## src/rtl/riscv_pkg.sv

```systemverilog
// Shared definitions for the multicycle RV32I control path: FSM states,
// opcodes and the mux-select / ALU-op encodings seen by aludec and the datapath.
package riscv_pkg;

    typedef enum logic [3:0] {
        S_FETCH    = 4'd0,
        S_DECODE   = 4'd1,
        S_MEMADR   = 4'd2,
        S_MEMREAD  = 4'd3,
        S_MEMWB    = 4'd4,
        S_MEMWRITE = 4'd5,
        S_EXECR    = 4'd6,
        S_EXECI    = 4'd7,
        S_ALUWB    = 4'd8,
        S_JAL      = 4'd9,
        S_BEQ      = 4'd10
    } state_t;

    localparam logic [6:0] OP_LW  = 7'b0000011;
    localparam logic [6:0] OP_SW  = 7'b0100011;
    localparam logic [6:0] OP_R   = 7'b0110011;
    localparam logic [6:0] OP_I   = 7'b0010011;
    localparam logic [6:0] OP_JAL = 7'b1101111;
    localparam logic [6:0] OP_BEQ = 7'b1100011;

    localparam logic [1:0] ALUOP_ADD   = 2'b00;
    localparam logic [1:0] ALUOP_SUB   = 2'b01;
    localparam logic [1:0] ALUOP_FUNCT = 2'b10;

    localparam logic [1:0] SRCA_PC    = 2'b00;
    localparam logic [1:0] SRCA_OLDPC = 2'b01;
    localparam logic [1:0] SRCA_RS1   = 2'b10;

    localparam logic [1:0] SRCB_RS2   = 2'b00;
    localparam logic [1:0] SRCB_IMM   = 2'b01;
    localparam logic [1:0] SRCB_FOUR  = 2'b10;

    localparam logic [1:0] RES_ALUOUT    = 2'b00;
    localparam logic [1:0] RES_DATA      = 2'b01;
    localparam logic [1:0] RES_ALURESULT = 2'b10;

endpackage

```

## src/rtl/mainfsm.sv

```systemverilog
// Multicycle RV32I main controller: steps each instruction through fetch,
// decode, execute, memory and writeback, driving datapath enables and selects.
//
// state    | meaning
// FETCH    | read instruction, PC <= PC + 4
// DECODE   | read registers, OldPC + imm for branch/jal target
// MEMADR   | rs1 + imm address for lw/sw
// MEMREAD  | read data memory
// MEMWB    | write loaded data to rd
// MEMWRITE | write rs2 to memory
// EXECR    | R-type ALU op
// EXECI    | I-type ALU op
// ALUWB    | write ALU result to rd
// JAL      | PC <= target, OldPC + 4 for link
// BEQ      | rs1 - rs2, branch on zero
module mainfsm
    import riscv_pkg::*;
(
    input  logic       clk,
    input  logic       reset,
    input  logic [6:0] op,
    input  logic       zero,
    output logic [1:0] ALUOp,
    output logic [1:0] ALUSrcA,
    output logic [1:0] ALUSrcB,
    output logic [1:0] ResultSrc,
    output logic       AdrSrc,
    output logic       IRWrite,
    output logic       RegWrite,
    output logic       MemWrite,
    output logic       PCWrite,
    output logic       IllegalOp
);

    state_t state_q, state_d;
    logic   pc_update;
    logic   branch;

    always_ff @(posedge clk or posedge reset) begin
        if (reset) state_q <= S_FETCH;
        else       state_q <= state_d;
    end

    always_comb begin
        state_d = S_FETCH;
        case (state_q)
            S_FETCH:  state_d = S_DECODE;
            S_DECODE: begin
                case (op)
                    OP_LW, OP_SW: state_d = S_MEMADR;
                    OP_R:         state_d = S_EXECR;
                    OP_I:         state_d = S_EXECI;
                    OP_JAL:       state_d = S_JAL;
                    OP_BEQ:       state_d = S_BEQ;
                    default:      state_d = S_FETCH;
                endcase
            end
            S_MEMADR:  state_d = (op == OP_LW) ? S_MEMREAD : S_MEMWRITE;
            S_MEMREAD: state_d = S_MEMWB;
            S_EXECR, S_EXECI, S_JAL: state_d = S_ALUWB;
            // MEMWB, MEMWRITE, ALUWB, BEQ and the unused codes all return to fetch
            default:   state_d = S_FETCH;
        endcase
    end

    always_comb begin
        ALUOp     = ALUOP_ADD;
        ALUSrcA   = SRCA_PC;
        ALUSrcB   = SRCB_RS2;
        ResultSrc = RES_ALUOUT;
        AdrSrc    = 1'b0;
        IRWrite   = 1'b0;
        RegWrite  = 1'b0;
        MemWrite  = 1'b0;
        IllegalOp = 1'b0;
        pc_update = 1'b0;
        branch    = 1'b0;
        case (state_q)
            S_FETCH: begin
                IRWrite   = 1'b1;
                ALUSrcB   = SRCB_FOUR;
                ResultSrc = RES_ALURESULT;
                pc_update = 1'b1;
            end
            S_DECODE: begin
                ALUSrcA = SRCA_OLDPC;
                ALUSrcB = SRCB_IMM;
                case (op)
                    OP_LW, OP_SW, OP_R, OP_I, OP_JAL, OP_BEQ: IllegalOp = 1'b0;
                    default:                                  IllegalOp = 1'b1;
                endcase
            end
            S_MEMADR: begin
                ALUSrcA = SRCA_RS1;
                ALUSrcB = SRCB_IMM;
            end
            S_MEMREAD: AdrSrc = 1'b1;
            S_MEMWB: begin
                ResultSrc = RES_DATA;
                RegWrite  = 1'b1;
            end
            S_MEMWRITE: begin
                AdrSrc   = 1'b1;
                MemWrite = 1'b1;
            end
            S_EXECR: begin
                ALUSrcA = SRCA_RS1;
                ALUOp   = ALUOP_FUNCT;
            end
            S_EXECI: begin
                ALUSrcA = SRCA_RS1;
                ALUSrcB = SRCB_IMM;
                ALUOp   = ALUOP_FUNCT;
            end
            S_ALUWB: RegWrite = 1'b1;
            S_JAL: begin
                ALUSrcA   = SRCA_OLDPC;
                ALUSrcB   = SRCB_FOUR;
                pc_update = 1'b1;
            end
            S_BEQ: begin
                ALUSrcA = SRCA_RS1;
                ALUOp   = ALUOP_SUB;
                branch  = 1'b1;
            end
            default: ;
        endcase
    end

    assign PCWrite = pc_update | (branch & zero);

endmodule

```

## config.mk

```make
export PLATFORM = sky130hd
export DESIGN_NAME = mainfsm
export DESIGN_NICKNAME = d
export VERILOG_FILES = /design/src/rtl/riscv_pkg.sv /design/src/rtl/mainfsm.sv
export SDC_FILE = /design/constraint.sdc
export NUM_CORES = 1
export LEC_CHECK = 0
export BUFFER_PORTS_ARGS = -buffer_cell sky130_fd_sc_hd__buf_2
export CAP_MARGIN = 0
export CORE_AREA = 8 8 45 47
export DETAILED_ROUTE_END_ITERATION = 12
export DIE_AREA = 0 0 53 55
export PLACE_DENSITY = 0.68
export SETUP_SLACK_MARGIN = 0.2
export SLEW_MARGIN = 20
export SYNTH_ARGS = -nofsm -noshare
export SYNTH_HDL_FRONTEND = slang
export SYNTH_SLANG_ARGS = --single-unit
```

## constraint.sdc

```tcl
create_clock -name clk -period 4.4 [get_ports clk]
set_input_delay 0.22 -clock clk [delete_from_list [all_inputs] [get_ports clk]]
set_output_delay 0.22 -clock clk [all_outputs]
set_load 0.1 [all_outputs]
```

==> impl_metrics.tcl, run 1 <==
set metrics [dict create \
    overflow 0 \
    r2r_start "state_q[0]" \
    ioPinCount 24 \
    outcome "finished, final reports clean" \
    critPathLaunch "state_q[1]" \
    synthTopCellsByArea "dfrtp_1 21%, nor2_1 7.1%, nor3_1 6.3%" \
    cts_buffer_depth 2 \
    grt_max_degree 15 \
    drive_above_1_share_pct 39.1 \
    synthArstFlopShare_pct 100 \
    reg.largest.list "state_q (4)" \
    setup_viol_count_final 0 \
    h-tree-depth 1 \
    dp_cells 99 \
    startpoint_type "flop" \
    postCtsSetupBuffers 0 \
    grt_antenna_before_repair 0 \
    start_util_pct 34.4 \
    grt_pass1_vias 559 \
    die_x_um 53 \
    tns_ns 0 \
    diodes 0 \
    rsz0062_at_grt "false" \
    grt_pass1_wl_mm 2.30 \
    worst_pin_slew_ns 0.495 \
    cp_max_fo 11 \
    largest_reg_flops 4 \
    die_h_um 55 \
    drv_cap 0 \
    hold_violations 0 \
    first_iter_violations 10 \
    power.density_nw_per_um2 790 \
    yosysSeqAreaShare_pct 21.0 \
    fmax_mhz 494 \
    crit_required_ns 4.18 \
    syn_nets 74 \
    yosysTopAreaCell "dfrtp_1" \
    syn_avg_cell_area_sq_um 7.45 \
    vias 538 \
    clk_latency_ns 0.24 \
    hold_buffers 1 \
    period_share_pct 46.0 \
    syn_area_sq_um 477 \
    syn_to_final_growth_pct 29.1 \
    mostFrequentLayoutCells "23 x buf_2, 9 x nor2_1, 6 x nor3_1, 4 x dfrtp_1" \
    endpoint_kind "output port" \
    maxSlewViolCount 0 \
    track_usage_pct 10.8 \
    dr.pass1.iters 5 \
    hold_path.class "in -> reg" \
    final_common_cell "buf_2" \
    max_flop_register "state_q" \
    core-area_sq_um 1380 \
    synth_cell_types 33 \
    post_cts_resize_count 0 \
    drc 0 \
    endpoint "PCWrite" \
    clk_pin_slew_worst_paths_ns 0.03 \
    r2r.worst_path.cells 4 \
    num-nets-final 99 \
    r2r_end "state_q[1]" \
    fp-row-count 14 \
    ir_worst_vdd_uv 424 \
    crit_type "reg -> out" \
    io_buffers 23 \
    period_needed_ns 2.02 \
    synth_ff_type "dfrtp_1" \
    cts_root_buffer "clkbuf_4" \
    final_antenna_net_count 0 \
    arrival_ns 1.80 \
    clock_sinks 4 \
    vias_per_cell 5.22 \
    final_cell_count_no_fill 103 \
    cts_buffers 3 \
    syn_inst 64 \
    yosysWarnings 0 \
    ys_seq_elements 4 \
    relSlewSlack_pct 67.2 \
    synth_edf_count 0 \
    leakagePower_nw 0.288 \
    die-area_sq_um 2920 \
    gp_congestion 0.834 \
    finClkSkew_ns 0.00666 \
    synth_top_area_share_pct 21.0 \
    wire_per_inst_um 13.6 \
    cts_tree "done" \
    routed_wl_mm 1.40 \
    r2r_slack_ns 2.83 \
    dp_hpwl_mm 1.11 \
]
through the flow:
stage                     utilization [%]  cell area [sq um]  setup WS, ns  hold slack [ns]  total power, W
after CTS                            44.5                616          2.36            0.287        0.000490
after global routing                 44.5                616          2.24            0.292        0.000509
after detailed placement             42.1                583          2.62            0.107        0.000441
after global placement               42.1                583          2.65            0.102        0.000440
final                                44.5                616          2.38            0.297        0.000486
after floorplan                         -                477         0.562          -0.0139        0.000400
area by class of cell:
class                           count  area, sq um
Clock buffer                        3         22.5
Fill cell                         153          768
Inverter                            3         11.3
Multi-Input combinational cell     53          337
Sequential cell                     4          100
Tap cell                           16         20.0
Timing Repair Buffer               24          125
where the power goes:
group	leakage (nW)	internal [W]	total, W	switching [W]
clock network	0.0138	0.0000305	0.0000457	0.0000151
registers	0.0537	0.0000419	0.0000614	0.0000195
logic	0.220	0.0000640	0.000379	0.000315
metal layers:
metal / global-route usage [%] / wire [um] / vias to the layer above
li1: - / - / 274
met5: 0 / 0 / -
met3: 3.21 / 102 / 2
met2: 18.2 / 760 / 14
met1: 10.9 / 522 / 248
met4: 9.05 / 11 / 0
Yosys cell counts (2+ instances only):
cell type / number
o22ai_1: 2
a211oi_1: 2
dfrtp_1: 4
nor2_1: 9
or3_1: 2
a21oi_1: 2
xnor2_1: 2
buf_2: 2
nor3_1: 6
inv_1: 3
nand2_1: 3
nand2b_1: 3
nor3b_1: 2
a31oi_1: 3
worst max-delay path: stages, from the launching register on:
cell	delay (ns)
dfrtp_1	0.55
inv_1	0.20
nor3_1	0.26
a21o_1	0.14
buf_2	0.41
worst min path at each step:
stage,slack (ns),cells after the start,start,end
final,0.30,3,op[5],state_q[1]
after global placement,0.10,2,reset,state_q[1]
after global routing,0.29,3,op[5],state_q[1]
after detailed placement,0.11,2,reset,state_q[1]
after CTS,0.29,3,op[5],state_q[1]
after floorplan,-0.01,1,reset,state_q[0]
logic make-up after synthesis:
kind of cell              share of synthesized area [%]
xor gates and xnor gates                           5.51
DFF                                                21.0
buffers and inverters                              8.40
and+or+nand+nor                                    41.5
AOI/OAI and AO/OA                                  23.6
No activity file was read; power rests on OpenSTA's default activity.
==> inputs of run 2 (changes only) <==
Settings changed: PLACE_DENSITY 0.68 to 0.71.
Clock period 4.4 ns to 1.8 ns, I/O delays scaled along.
==> run 2 against run 1 <==
First-iteration DRC count decreased by 90%. Setup slack got worse by 2.2 ns. Combinational power rose to 3.9 times the previous value. Sequential cell count unchanged. Clock power grew to 2.7 times the previous value. Wire length is 7.5% higher. Critical path depth up 1. Total power rose to 3.6 times the previous value. Count of clock-buffer cells in the layout is 1 higher. Core utilization grew 34 points.
==> impl_metrics.tcl, run 2 (same netlist as run 1, synthesis figures left out) <==
set metrics [dict create \
    hold_violations 0 \
    die-area_sq_um 2920 \
    vias 587 \
    gp_congestion 0.840 \
    overflow 0 \
    cp_max_fo 7 \
    clock_sinks 4 \
    drv_cap 0 \
    maxSlewViolCount 0 \
    power.internal_w 0.000736 \
    largest_reg_flops 4 \
    clk_pin_slew_worst_paths_ns 0.05 \
    crit_slowest_cell "or4b_4" \
    grt_pass1_wl_mm 2.39 \
    leakagePower_nw 0.429 \
    post-place-ws_ns 0.265 \
    mostFrequentLayoutCells "14 x buf_12, 10 x buf_4, 9 x buf_2" \
    cpPeakStageDelay_ns 0.56 \
    ioPinCount 24 \
    p_comb_share_pct 85.3 \
    endpoint_kind "flop" \
    placed_area_sq_um 940 \
    core-area_sq_um 1380 \
    fin_util_pct 78.3 \
    routed_wl_mm 1.50 \
    fmax_mhz 628 \
    path_cells "buf_4 > or4b_4 > nor2_4 > o211ai_2 > a21oi_2" \
    die_h_um 55 \
    crit_type "reg -> reg" \
    drive_above_1_share_pct 69.0 \
    first_iter_violations 1 \
    p_sw_share_pct 57.8 \
    reg.largest.list "state_q (4)" \
    arrival_ns 1.76 \
    final_antenna_net_count 0 \
    ir_worst_vdd_uv 970 \
    hold_path.class "in -> reg" \
    dp_hpwl_mm 1.19 \
    relSlewSlack_pct 77.0 \
    clockPowerShare_pct 7.0 \
    die_x_um 53 \
    setup_viol_count_final 0 \
    grt_antenna_before_repair 0 \
    clk_latency_ns 0.24 \
    diodes 0 \
    max_flop_register "state_q" \
    final_cell_count_no_fill 116 \
    start_util_pct 34.4 \
    p_sw_w 0.00101 \
    period_share_pct 88.5 \
    cts_buffers 3 \
    io_buffers 23 \
    dr.pass1.iters 4 \
    grt_pass1_vias 567 \
    syn_to_final_growth_pct 127 \
    finClkSkew_ns 0.0168 \
    num-nets-final 111 \
    cts_buffer_depth 2 \
    vias_per_cell 5.06 \
    power.density_nw_per_um2 1610 \
    cts_tree "done" \
    wire_per_inst_um 12.9 \
    fin_hold_ws_ns 0.144 \
    track_usage_pct 10.6 \
    design_area_sq_um 1080 \
    final_common_cell "buf_12" \
    worst_pin_slew_ns 0.342 \
    dp_cells 102 \
    cts_root_buffer "clkbuf_4" \
    crit_required_ns 1.97 \
    fp-row-count 14 \
    p_seq_share_pct 7.7 \
    startpoint_type "flop" \
    grt_max_degree 9 \
    setup_ws_ns 0.207 \
    h-tree-depth 1 \
    rsz0062_at_grt "true" \
    drc 0 \
    outcome "finished, final reports clean" \
    period_needed_ns 1.59 \
]
## run 2: routing by layer
layer	GRT usage [%]	wire length, um	up-vias
met1	10.5	505	267
li1	-	-	301
met4	3.88	0	0
met5	0	0	-
met3	1.87	104	0
met2	21.3	891	19
## run 2: power by group through the flow
| stage | Sequential [W] | Clock [W] | Combinational (W) |
|---|---|---|---|
| floorplan | 0.000120 | 0 | 0.00103 |
| global placement | 0.000148 | 0 | 0.00139 |
| detailed placement | 0.000154 | 0 | 0.00140 |
| CTS | 0.000129 | 0.000125 | 0.00147 |
| global route | 0.000138 | 0.000130 | 0.00154 |
| finish | 0.000135 | 0.000122 | 0.00149 |
## run 2: worst paths after layout
kind,start,end,slack (ns),depth (start not counted)
max,state_q[1],state_q[1],0.21,5
min,op[5],state_q[1],0.14,3
max reg2reg,state_q[1],state_q[1],0.21,5
min reg2reg,state_q[2],state_q[2],0.72,2
max in group asynchronous,reset,state_q[0],1.35,3
min in group asynchronous,reset,state_q[3],0.27,3
## run 2: metrics by stage
| step | setup TNS [ns] | power, W |
|---|---|---|
| 4_1_cts | 0 | 0.00172 |
| 5_1_grt | 0 | 0.00181 |
| 3_3_place_gp | 0 | 0.00153 |
| 2_1_floorplan | -0.882 | 0.00115 |
| 3_5_place_dp | 0 | 0.00155 |
| 6_report | 0 | 0.00174 |
## run 2: timing repair
| item | in CTS | in global routing |
|---|---|---|
| hold endpoints to repair | 4 | 0 |
| gates resized for setup | 4 | 7 |
| hold buffers | 1 | 0 |
| setup endpoints to repair | 11 | 7 |
| pin swaps | 0 | 3 |
| buffers inserted | 3 | 6 |
## run 2: cell type report
class	instances	area, sq um
inverter	3	15.0
clock buffer	4	26.3
fill	87	300
multi-input combinational	53	485
sequential	4	104
timing repair buffer	36	433
tap	16	20.0
## run 2: critical path: cells and delay by family, from the launching register on
family	cells	cell delay, ns
flip-flops	1	0.48
AO/OA/AOI/OAI	2	0.21
buffers and inverters	1	0.16
AND/OR/NAND/NOR	2	0.66
